### src/rtl/alu_seq_pkg.sv
// Shared opcodes, flag bit positions and FSM encoding for the sequential flag ALU.
package alu_seq_pkg;

    localparam logic [4:0] OP_DEC = 5'd0;
    localparam logic [4:0] OP_AND = 5'd1;
    localparam logic [4:0] OP_OR  = 5'd2;
    localparam logic [4:0] OP_NOT = 5'd3;
    localparam logic [4:0] OP_XOR = 5'd4;
    localparam logic [4:0] OP_ADD = 5'd5;
    localparam logic [4:0] OP_SUB = 5'd6;
    localparam logic [4:0] OP_INC = 5'd7;
    localparam logic [4:0] OP_SHL = 5'd8;
    localparam logic [4:0] OP_SHR = 5'd9;
    localparam logic [4:0] OP_SAR = 5'd10;
    localparam logic [4:0] OP_ROL = 5'd11;
    localparam logic [4:0] OP_ROR = 5'd12;
    localparam logic [4:0] OP_MUL = 5'd13;
    localparam logic [4:0] OP_DIV = 5'd14;
    localparam logic [4:0] OP_MOD = 5'd15;

    localparam int FLG_C = 0;
    localparam int FLG_Z = 1;
    localparam int FLG_N = 2;
    localparam int FLG_V = 3;
    localparam int FLG_P = 4;
    localparam int FLG_E = 5;

    typedef enum logic [1:0] {
        ST_IDLE = 2'd0,
        ST_BUSY = 2'd1,
        ST_DONE = 2'd2
    } state_t;

endpackage

### src/rtl/alu_iter_div.sv
// Restoring shift-subtract unsigned divider, one quotient bit per cycle.
// Only instantiated by alu_seq_flags when ALU_DIV_EN is defined.
module alu_iter_div #(
    parameter int WIDTH = 8
) (
    input  logic             iClk,
    input  logic             iRst_n,
    input  logic             iStart,
    input  logic [WIDTH-1:0] iA,
    input  logic [WIDTH-1:0] iB,
    output logic             oBusy,
    output logic             oDone,
    output logic [WIDTH-1:0] oQuo,
    output logic [WIDTH-1:0] oRem
);

    localparam int CNT_W = (WIDTH > 1) ? $clog2(WIDTH) : 1;

    logic             busy_q, busy_d;
    logic [CNT_W-1:0] cnt_q, cnt_d;
    logic [WIDTH-1:0] r_q, r_d;
    logic [WIDTH-1:0] q_q, q_d;
    logic [WIDTH-1:0] b_q, b_d;

    logic [WIDTH:0]   trial;
    logic             ge;
    logic [WIDTH-1:0] step_r;
    logic [WIDTH-1:0] step_q;

    // Partial remainder stays below the divisor, so trial-b always fits WIDTH bits.
    always_comb begin
        trial  = {r_q, q_q[WIDTH-1]};
        ge     = (trial >= {1'b0, b_q});
        step_r = ge ? (trial[WIDTH-1:0] - b_q) : trial[WIDTH-1:0];
        step_q = {q_q[WIDTH-2:0], ge};
    end

    always_comb begin
        busy_d = busy_q;
        cnt_d  = cnt_q;
        r_d    = r_q;
        q_d    = q_q;
        b_d    = b_q;
        if (iStart) begin
            busy_d = 1'b1;
            cnt_d  = '0;
            r_d    = '0;
            q_d    = iA;
            b_d    = iB;
        end else if (busy_q) begin
            r_d   = step_r;
            q_d   = step_q;
            cnt_d = cnt_q + CNT_W'(1);
            if (cnt_q == CNT_W'(WIDTH - 1)) begin
                busy_d = 1'b0;
            end
        end
    end

    always_ff @(posedge iClk or negedge iRst_n) begin
        if (!iRst_n) begin
            busy_q <= 1'b0;
            cnt_q  <= '0;
            r_q    <= '0;
            q_q    <= '0;
            b_q    <= '0;
        end else begin
            busy_q <= busy_d;
            cnt_q  <= cnt_d;
            r_q    <= r_d;
            q_q    <= q_d;
            b_q    <= b_d;
        end
    end

    // Final quotient/remainder are the step values during the last iteration cycle.
    assign oBusy = busy_q;
    assign oDone = busy_q && (cnt_q == CNT_W'(WIDTH - 1));
    assign oQuo  = step_q;
    assign oRem  = step_r;

endmodule

### src/rtl/alu_seq_flags.sv
// Handshaked WIDTH-bit ALU with registered result/flags {E,P,V,N,Z,C}.
// Define ALU_DIV_EN to enable the iterative DIV/MOD unit; otherwise opcodes 14/15 are illegal.
module alu_seq_flags
    import alu_seq_pkg::*;
#(
    parameter int WIDTH = 8,
    parameter int SHW   = $clog2(WIDTH)
) (
    input  logic             iClk,
    input  logic             iRst_n,
    input  logic             iValid,
    output logic             oReady,
    input  logic [4:0]       iOp,
    input  logic [WIDTH-1:0] iA,
    input  logic [WIDTH-1:0] iB,
    output logic             oValid,
    output logic [WIDTH-1:0] oResp,
    output logic [5:0]       oFlags
);

    localparam int CNT_W = (WIDTH > 1) ? $clog2(WIDTH) : 1;

    state_t             state_q, state_d;
    logic               pend_q, pend_d;
    logic [4:0]         op_q, op_d;
    logic [WIDTH-1:0]   a_q, a_d;
    logic [WIDTH-1:0]   b_q, b_d;
    logic [CNT_W-1:0]   cnt_q, cnt_d;
    logic [2*WIDTH-1:0] acc_q, acc_d;
    logic [WIDTH-1:0]   resp_q, resp_d;
    logic [5:0]         flags_q, flags_d;

    logic               accept;
    logic               is_iter;
    logic [WIDTH-1:0]   alu_res;
    logic               alu_c, alu_v, alu_e;
    logic [WIDTH:0]     sum;
    logic [2*WIDTH-1:0] rot;
    logic [SHW-1:0]     amt, rot_amt;
    logic signed [WIDTH-1:0] a_sgn;
    logic [2*WIDTH-1:0] mul_next;

    function automatic logic [5:0] mk_flags(input logic [WIDTH-1:0] r, input logic e,
                                            input logic v, input logic c);
        logic [5:0] f;
        f        = '0;
        f[FLG_C] = c;
        f[FLG_Z] = (r == '0);
        f[FLG_N] = r[WIDTH-1];
        f[FLG_V] = v;
        f[FLG_P] = ^r;
        f[FLG_E] = e;
        return f;
    endfunction

    assign oReady = ((state_q == ST_IDLE) && !pend_q) || (state_q == ST_DONE);
    assign oValid = (state_q == ST_DONE);
    assign oResp  = resp_q;
    assign oFlags = flags_q;
    assign accept = iValid && oReady;
    assign a_sgn  = a_q;

    // Single-cycle datapath on the latched request; iterative ops only raise is_iter.
    always_comb begin
        alu_res = '0;
        alu_c   = 1'b0;
        alu_v   = 1'b0;
        alu_e   = 1'b0;
        is_iter = 1'b0;
        sum     = '0;
        rot     = '0;
        amt     = b_q[SHW-1:0];
        rot_amt = SHW'(int'(amt) % WIDTH);
        case (op_q)
            OP_DEC: begin
                sum     = {1'b0, a_q} - (WIDTH+1)'(1);
                alu_res = sum[WIDTH-1:0];
                alu_c   = sum[WIDTH];
                alu_v   = a_q[WIDTH-1] & ~alu_res[WIDTH-1];
            end
            OP_AND: alu_res = a_q & b_q;
            OP_OR:  alu_res = a_q | b_q;
            OP_NOT: alu_res = ~a_q;
            OP_XOR: alu_res = a_q ^ b_q;
            OP_ADD: begin
                sum     = {1'b0, a_q} + {1'b0, b_q};
                alu_res = sum[WIDTH-1:0];
                alu_c   = sum[WIDTH];
                alu_v   = (a_q[WIDTH-1] == b_q[WIDTH-1]) && (alu_res[WIDTH-1] != a_q[WIDTH-1]);
            end
            OP_SUB: begin
                sum     = {1'b0, a_q} - {1'b0, b_q};
                alu_res = sum[WIDTH-1:0];
                alu_c   = sum[WIDTH];
                alu_v   = (a_q[WIDTH-1] != b_q[WIDTH-1]) && (alu_res[WIDTH-1] != a_q[WIDTH-1]);
            end
            OP_INC: begin
                sum     = {1'b0, a_q} + (WIDTH+1)'(1);
                alu_res = sum[WIDTH-1:0];
                alu_c   = sum[WIDTH];
                alu_v   = ~a_q[WIDTH-1] & alu_res[WIDTH-1];
            end
            OP_SHL: {alu_c, alu_res} = {1'b0, a_q} << amt;
            OP_SHR: {alu_res, alu_c} = {a_q, 1'b0} >> amt;
            OP_SAR: alu_res = a_sgn >>> amt;
            OP_ROL: begin
                rot     = {a_q, a_q} << rot_amt;
                alu_res = rot[2*WIDTH-1:WIDTH];
            end
            OP_ROR: begin
                rot     = {a_q, a_q} >> rot_amt;
                alu_res = rot[WIDTH-1:0];
            end
            OP_MUL: is_iter = 1'b1;
`ifdef ALU_DIV_EN
            OP_DIV: begin
                if (b_q == '0) begin
                    alu_res = '1;
                    alu_e   = 1'b1;
                end else begin
                    is_iter = 1'b1;
                end
            end
            OP_MOD: begin
                if (b_q == '0) begin
                    alu_res = a_q;
                    alu_e   = 1'b1;
                end else begin
                    is_iter = 1'b1;
                end
            end
`endif
            default: alu_e = 1'b1;
        endcase
    end

    assign mul_next = acc_q + (b_q[cnt_q] ? ({{WIDTH{1'b0}}, a_q} << cnt_q) : '0);

`ifdef ALU_DIV_EN
    logic             div_start, div_busy, div_done;
    logic [WIDTH-1:0] div_quo, div_rem, div_res;

    assign div_start = (state_q == ST_IDLE) && pend_q && is_iter && (op_q != OP_MUL);
    assign div_res   = (op_q == OP_DIV) ? div_quo : div_rem;

    alu_iter_div #(.WIDTH(WIDTH)) u_div (
        .iClk   (iClk),
        .iRst_n (iRst_n),
        .iStart (div_start),
        .iA     (a_q),
        .iB     (b_q),
        .oBusy  (div_busy),
        .oDone  (div_done),
        .oQuo   (div_quo),
        .oRem   (div_rem)
    );
`endif

    always_comb begin
        state_d = state_q;
        pend_d  = pend_q;
        op_d    = op_q;
        a_d     = a_q;
        b_d     = b_q;
        cnt_d   = cnt_q;
        acc_d   = acc_q;
        resp_d  = resp_q;
        flags_d = flags_q;
        case (state_q)
            ST_IDLE: begin
                if (pend_q) begin
                    pend_d = 1'b0;
                    if (is_iter) begin
                        state_d = ST_BUSY;
                        cnt_d   = '0;
                        acc_d   = '0;
                    end else begin
                        state_d = ST_DONE;
                        resp_d  = alu_res;
                        flags_d = mk_flags(alu_res, alu_e, alu_v, alu_c);
                    end
                end
            end
            ST_BUSY: begin
                cnt_d = cnt_q + CNT_W'(1);
                if (op_q == OP_MUL) begin
                    acc_d = mul_next;
                    if (cnt_q == CNT_W'(WIDTH - 1)) begin
                        state_d = ST_DONE;
                        resp_d  = mul_next[WIDTH-1:0];
                        flags_d = mk_flags(mul_next[WIDTH-1:0], 1'b0,
                                           |mul_next[2*WIDTH-1:WIDTH], 1'b0);
                    end
                end
`ifdef ALU_DIV_EN
                // An idle divider here also ends BUSY so the FSM can never stall.
                else if (div_done || !div_busy) begin
                    state_d = ST_DONE;
                    resp_d  = div_res;
                    flags_d = mk_flags(div_res, 1'b0, 1'b0, 1'b0);
                end
`endif
            end
            ST_DONE: state_d = ST_IDLE;
            default: state_d = ST_IDLE;
        endcase
        // A request taken in DONE goes straight back through the IDLE decode cycle.
        if (accept) begin
            pend_d = 1'b1;
            op_d   = iOp;
            a_d    = iA;
            b_d    = iB;
        end
    end

    always_ff @(posedge iClk or negedge iRst_n) begin
        if (!iRst_n) begin
            state_q <= ST_IDLE;
            pend_q  <= 1'b0;
            op_q    <= '0;
            a_q     <= '0;
            b_q     <= '0;
            cnt_q   <= '0;
            acc_q   <= '0;
            resp_q  <= '0;
            flags_q <= '0;
        end else begin
            state_q <= state_d;
            pend_q  <= pend_d;
            op_q    <= op_d;
            a_q     <= a_d;
            b_q     <= b_d;
            cnt_q   <= cnt_d;
            acc_q   <= acc_d;
            resp_q  <= resp_d;
            flags_q <= flags_d;
        end
    end

endmodule

### config.mk
export PLATFORM = sky130hd
export DESIGN_NAME = alu_seq_flags
export DESIGN_NICKNAME = d
export VERILOG_FILES = /design/src/rtl/alu_seq_pkg.sv /design/src/rtl/alu_iter_div.sv /design/src/rtl/alu_seq_flags.sv
export SDC_FILE = /design/constraint.sdc
export NUM_CORES = 1
export LEC_CHECK = 0
export ABC_AREA = 0
export CAP_MARGIN = 30
export CORE_MARGIN = 3
export CORE_UTILIZATION = 29
export CTS_BUF_LIST = sky130_fd_sc_hd__clkbuf_8
export CTS_CLUSTER_SIZE = 24
export DETAILED_ROUTE_END_ITERATION = 10
export GPL_TIMING_DRIVEN = 0
export PLACE_DENSITY = 0.57
export SLEW_MARGIN = 20
export SYNTH_ARGS = -nofsm -noshare
export SYNTH_HDL_FRONTEND = slang
export SYNTH_SLANG_ARGS = --single-unit
### constraint.sdc
create_clock -name iClk -period 4.4 [get_ports iClk]
set_input_delay 1.1 -clock iClk [delete_from_list [all_inputs] [get_ports iClk]]
set_output_delay 1.1 -clock iClk [all_outputs]
set_load 0.01 [all_outputs]
# --- Yosys cells after proc, flatten, opt, wreduce, memory -nomap -nowiden ---
# Index checks and enable logic that the tools add are counted.
classes:
  multipliers: 0
  order_cmp: 1
  n_reduce_logical: 20
  bitwise: 8
  eq_ne: 25
  shift: 6
  mux: 32
  add_sub_neg: 6
  div_mod_pow: 0
ops:
  columns: ["op", "n"]
  rows:
  - ["8-bit case mux with 13 select lines", 1]
  - ["16-bit two-way mux", 4]
  - ["8-bit two-way mux", 4]
  - ["16-bit case mux with 2 select lines", 1]
  - ["5-bit by 4-bit equality test with 1-bit output, second input constant", 6]
  - ["6-bit two-way mux", 4]
  - ["5-bit by 3-bit equality test with 1-bit output, second input constant", 4]
  - ["16-bit adder", 1]
  - ["8-bit zero test", 2]
  - ["8-bit case mux with 2 select lines", 1]
  - ["8-bit parity", 2]
  - ["16-bit by 3-bit << shifter with 16-bit output", 1]
  - ["8-bit by 3-bit << shifter with 16-bit output", 1]
  - ["16-bit by 3-bit right shift with 8-bit output", 1]
  - ["14-bit OR reduction", 1]
  - ["6-bit case mux with 2 select lines", 1]
  - ["5-bit by 2-bit equality test with 1-bit output, second input constant", 2]
  - ["2-bit != test, second input constant", 5]
  - ["8-bit by 1-bit adder with 9-bit output, second input constant", 1]
  - ["8-bit by 8-bit adder with 9-bit output", 1]
  - ["8-bit by 3-bit << shifter with 9-bit output", 1]
  - ["9-bit by 3-bit right shift with 9-bit output", 1]
  - ["8-bit by 1-bit subtractor with 9-bit output, second input constant", 1]
  - ["8-bit by 8-bit subtractor with 9-bit output", 1]
  - ["33 further kinds", 50]
word_totals:
  wordCells: 107
  register_bits: 57
  latchBits: 0
  mem_bits_rw: 0
  memories: 0
  romBits: 0
  in_bits: 24

# --- Longest topological paths before layout ---
depth:
  ltp_word: 8
  ltp_mapped: 20
  ltp_nobuf: 18

# --- Worst setup path after synthesis ---
# Ideal clock, no wire load.
synth_path:
  path_kind: "reg-to-reg"
  startpoint: "register b_q[1]"
  endpoint: "register flags_q[4] (netlist: oFlags[4])"
  synth_period_minus_slack_ps: 3772
  setup_time_ps: 136
  path_slack_ps: 628
  arrival_ps: 3636
  required_ps: 4264
  n_path_buf: 4
  stages_incl_launch_ff: 20
  cell_sequence: "dfrtp_1 -> buf_4 -> buf_2 -> mux4_2 -> nand2_1 -> and2_1 -> clkbuf_1 -> a21oi_1 -> ha_1 -> clkbuf_2 -> nand3_1 -> o211a_1 -> a21o_1 -> xor2_1 -> ha_1 -> xnor2_1 -> xnor2_1 -> nor2_1 -> a21oi_1 -> o21ai_0"
synth_between:
  elab_chain_len: 8
  elab_cells_between_ends: 22
  cone_classes: "add/sub: 3; shift: 5; mux: 9; bitwise: 3; reduce/logical: 2"
synth_rtl:
  columns: ["item", "line", "rtl"]
  rows:
  - ["start, declared", "alu_seq_flags.sv:27", "logic [WIDTH-1:0] b_q, b_d;"]
  - ["start signal, assigned", "alu_seq_flags.sv:222", "b_q <= '0;"]
  - ["start signal, assigned", "alu_seq_flags.sv:232", "b_q <= b_d;"]
  - ["1-bit binary-select mux with 3-bit select", "alu_seq_flags.sv:137", "assign mul_next = acc_q + (b_q[cnt_q] ? ({{WIDTH{1'b0}}, a_q} << cnt_q) : '0);"]
  - ["1-bit two-way mux (not written as such)", "alu_seq_flags.sv:137", null]
  - ["16-bit two-way mux", "alu_seq_flags.sv:137", null]
  - ["16-bit adder", "alu_seq_flags.sv:137", null]
  - ["8-bit parity", "alu_seq_flags.sv:51", "f[FLG_P] = ^r;"]
  - ["6-bit two-way mux", "alu_seq_flags.sv:188", "if (cnt_q == CNT_W'(WIDTH - 1)) begin"]
  - ["6-bit two-way mux", "alu_seq_flags.sv:186", "if (op_q == OP_MUL) begin"]
  - ["6-bit case mux with 2 select lines *", "alu_seq_flags.sv:169", "case (state_q)"]
  - ["end signal, assigned", "alu_seq_flags.sv:236", "flags_q <= flags_d;"]
  - ["end, declared", "alu_seq_flags.sv:31", "logic [5:0] flags_q, flags_d;"]
# Every way passes the cells marked *; elsewhere a longest branch is shown, timed or not. The select of a mux whose other input is x is not followed.
# A chain may end at the register's enable or synchronous reset.

# --- Final worst setup path ---
layout_path:
  startpoint: "register a_q[4]"
  endpoint: "register flags_q[4] (netlist: oFlags[4])"
layout_between:
  elab_chain_len: 7
  elab_cells_between_ends: 24
  cone_classes: "add/sub: 5; shift: 6; mux: 7; bitwise: 4; reduce/logical: 2"
layout_rtl:
  columns: ["item", "line", "rtl"]
  rows:
  - ["start, declared", "alu_seq_flags.sv:26", "logic [WIDTH-1:0] a_q, a_d;"]
  - ["start signal, assigned", "alu_seq_flags.sv:221", "a_q <= '0;"]
  - ["start signal, assigned", "alu_seq_flags.sv:231", "a_q <= a_d;"]
  - ["8-bit by 3-bit << shifter with 16-bit output", "alu_seq_flags.sv:137", null]
  - ["16-bit two-way mux", "alu_seq_flags.sv:137", null]
  - ["16-bit adder", "alu_seq_flags.sv:137", null]
  - ["8-bit parity", "alu_seq_flags.sv:51", null]
  - ["6-bit two-way mux", "alu_seq_flags.sv:188", null]
  - ["6-bit two-way mux", "alu_seq_flags.sv:186", null]
  - ["6-bit case mux with 2 select lines *", "alu_seq_flags.sv:169", null]
# Marks and branches as above.

==> impl_results.md <==
- Placer's final routability congestion estimate: approximately 0.99
- Kind of critical path: flip-flop to flip-flop
- Nets: 898
- ANT cells: 0
- Startpoint Class: flip-flop
- First-pass GRT wire length: 33800 um
- Worst Hold Class: flip-flop to flip-flop
- Most frequent cells in the layout: nand2_1, o21ai_0, nor2_1, dfrtp_1, ha_1
- Later-pin clock latency in the skew report: ~0.36 ns
- Main synth FF type: dfrtp_1
- Yosys cell types: 75
- Fin worst setup slack: roughly 0.24 ns
- Worst flop-to-flop path startpoint: a_q[4]
- Clock Sinks: 56
- P_leak: 2.85 nW
- Hold_ws: 0.497 ns
- Fin crit share: 94.5%
- End of the critical path: oFlags[4]
- Final setup violation count: 0
- Post-Syn Nets: 851
- Final cell count without fillers: 1088
- Reg2Reg Setup Slack: 0.24 ns
- Clock buffer count from CTS: 5
- Row cnt: 52
- Crit Path Max Fanout: 10
- Placed Instances: 1080
- Hold_buf cts: 0
- FFs w/ async S/R, synth: 100%
- Worst path slowest cell: dfrtp_1
- Worst-Margin Slew: 0.891 ns
- Post-Syn Area: just over 0.006 mm2
- Die footprint: 0.0229 mm2
- Crit path largest cell delay: approximately 0.57 ns
- Worst-path clk slew: 0.12 ns
- VDD IR max: between 0.5 and 0.6 mV
- Crit. End Element: flip-flop
- Cells after Synth: 770
- Gr ovfl total: 0
- H-tree Lvls: 2
- Data arrival, critical path: around 4.4 ns
- Place WS: -0.0264 ns
- Setup_tns: 0 ns
- Largest net degree at the start of global routing: 47
- Maximum buffer depth of the clock tree: 2
- Die Y: approximately 150 um
- DRC: 0
- Layout area overhead: 14.5%
- Reg2Reg Depth: 15
- Initial antenna violation count: 0
- Worst path bufs/invs: 4
- Design area: about 0.0070 mm2
- Drt total wl: 21700 um
- Overall power: about 5.5 mW
- Clock root buffer: clkbuf_8
- Critical Path RT: 4.68 ns
- Placed cell areas: 0.00689 mm2
- Vias in the first global route: 5841
- Post-route ant nets: 0
- Starting DRC count in detailed routing: 604
- Vias per cell: 5.73
- First-pass DRT Iterations: 5
- Relative slew slack: 40.5%
- Ys Warns: 0
- Final Core Density: 34.3%
- Max Clk Rate: 240 MHz
- Starting Density: 30.0%
- Post-DP HPWL: 16800 um
- Final Hold Viols: 0
- Worst path top cell family by delay: compound AO/OA/AOI/OAI gates
- Total Routing Usage GR: 18.9%
- Buffers on Ports: 39
- Worst reg2reg endpoint: oFlags[4]
- Die Width: 151 um
- Commonest non-fill, non-tap cell in the layout: nand2_1
- P per Cell Area: 790 mW/mm2
- Mapped Avg Cell Area: 7.97 um2
- Register area share after synthesis: roughly 23%
- Most used cell, CP: a21oi_1
- Status: finished clean
- Post-synth EDFFs: 0
- Top-Level Pins: 40
- Final Max Slew Viols: 0
- Fillers: 2155
- RSZ-0062 raised after global routing: no
- WL/cell: 19.9 um
- Worst-path cell chain: clkbuf_2 > inv_1 > ha_1 > clkbuf_1 > inv_1 > a21oi_1 > o31ai_1 > a221oi_1 > o221ai_1 > a21oi_1 > ha_1 > xnor2_1 > xnor2_1 > a21oi_1 > o21ai_0
- Via count: 6235
- Ratio of cells with drive above 1 in the final layout: ~8.6%
- Final min period: 4.16 ns
- #FFs+latches synth: 56
- Beginning of the critical path: a_q[4]
- Fin Clk Skew: 0.0134 ns
- CP Depth: 15
- Maximum Capacitance Violations: 0
- Core area: 0.0205 mm2
- CTS tree: built
[sequential cells by signal, summed over array words and instances, names as in the netlist]
register and count:
op_q 5, state_q 2, cnt_q 3, oFlags 6, b_q 8, pend_q 1, a_q 8, acc_q 16
oResp 7
[layer usage]
layer	track usage, %	wire, um
met5	0	0
met4	6.60	703
met3	2.11	1340
met2	29.3	9680
met1	27.2	9930
[cell type report]
class / count / area [um2] / share of cell area [%]
well taps: 270 / 338 / 4.81
inverters: 41 / 158 / 2.24
clock buffers: 5 / 68.8 / 0.979
repair buffers: 41 / 423 / 6.02
flip-flops and latches: 56 / 1400 / 20.0
plain buffers: 51 / 249 / 3.54
multi-input cells: 621 / 4360 / 62.0
clock inverters: 3 / 28.8 / 0.409
[Yosys cell counts (12+ instances only)]
master | number | area share (%)
a211oi_1 | 12 | 1.5
a21oi_1 | 49 | 4.0
buf_2 | 15 | 1.2
clkbuf_1 | 27 | 1.7
dfrtp_1 | 56 | 23
ha_1 | 54 | 11
inv_1 | 39 | 2.4
mux2i_1 | 25 | 4.1
nand2_1 | 77 | 4.7
nand3_1 | 23 | 1.9
nor2_1 | 58 | 3.5
nor3_1 | 24 | 2.0
o21ai_0 | 67 | 5.5
[kinds of logic after synthesis]
group | count (synthesis) | share of synthesized area, %
multiplexers | 42 | 8.48
buffers and inverters | 93 | 6.56
XOR/XNOR | 16 | 2.28
AO/OA/AOI/OAI | 255 | 27.8
flip-flops | 56 | 22.8
adder cells (fa/ha/maj) | 57 | 12.0
AND/OR/NAND/NOR | 251 | 20.1
[where the power goes]
part | switching, mW | internal (mW) | total (mW)
Combinational | 2.59 | 1.68 | 4.27
Sequential | 0.245 | 0.689 | 0.935
Clock | 0.223 | 0.121 | 0.344
Total | 3.06 | 2.49 | 5.55
[worst min path at each step]
stage	from	cells past startpoint	endpoint
floorplan	acc_q[11]	2	acc_q[11]
global placement	oFlags[1]	2	oFlags[1]
detailed placement	oResp[3]	1	oResp[3]
CTS	oResp[3]	1	oResp[3]
global route	oResp[3]	1	oResp[3]
finish	oResp[3]	1	oResp[3]
[repair_timing]
item | CTS | global route
setup endpoints to repair | 1 | 2
gates resized for setup | 2 | 13
pin swaps | 0 | 1
setup buffers | 0 | 1
[worst register-to-register path, cell delays in order (launching register included)]
cell	delay, ns
dfrtp_1	0.57
clkbuf_2	0.33
inv_1	0.18
ha_1	0.32
clkbuf_1	0.25
inv_1	0.07
a21oi_1	0.14
o31ai_1	0.13
a221oi_1	0.57
o221ai_1	0.23
a21oi_1	0.36
ha_1	0.32
xnor2_1	0.19
xnor2_1	0.15
a21oi_1	0.10
o21ai_0	0.17
Note: power is estimated with default switching activity, not from simulation.
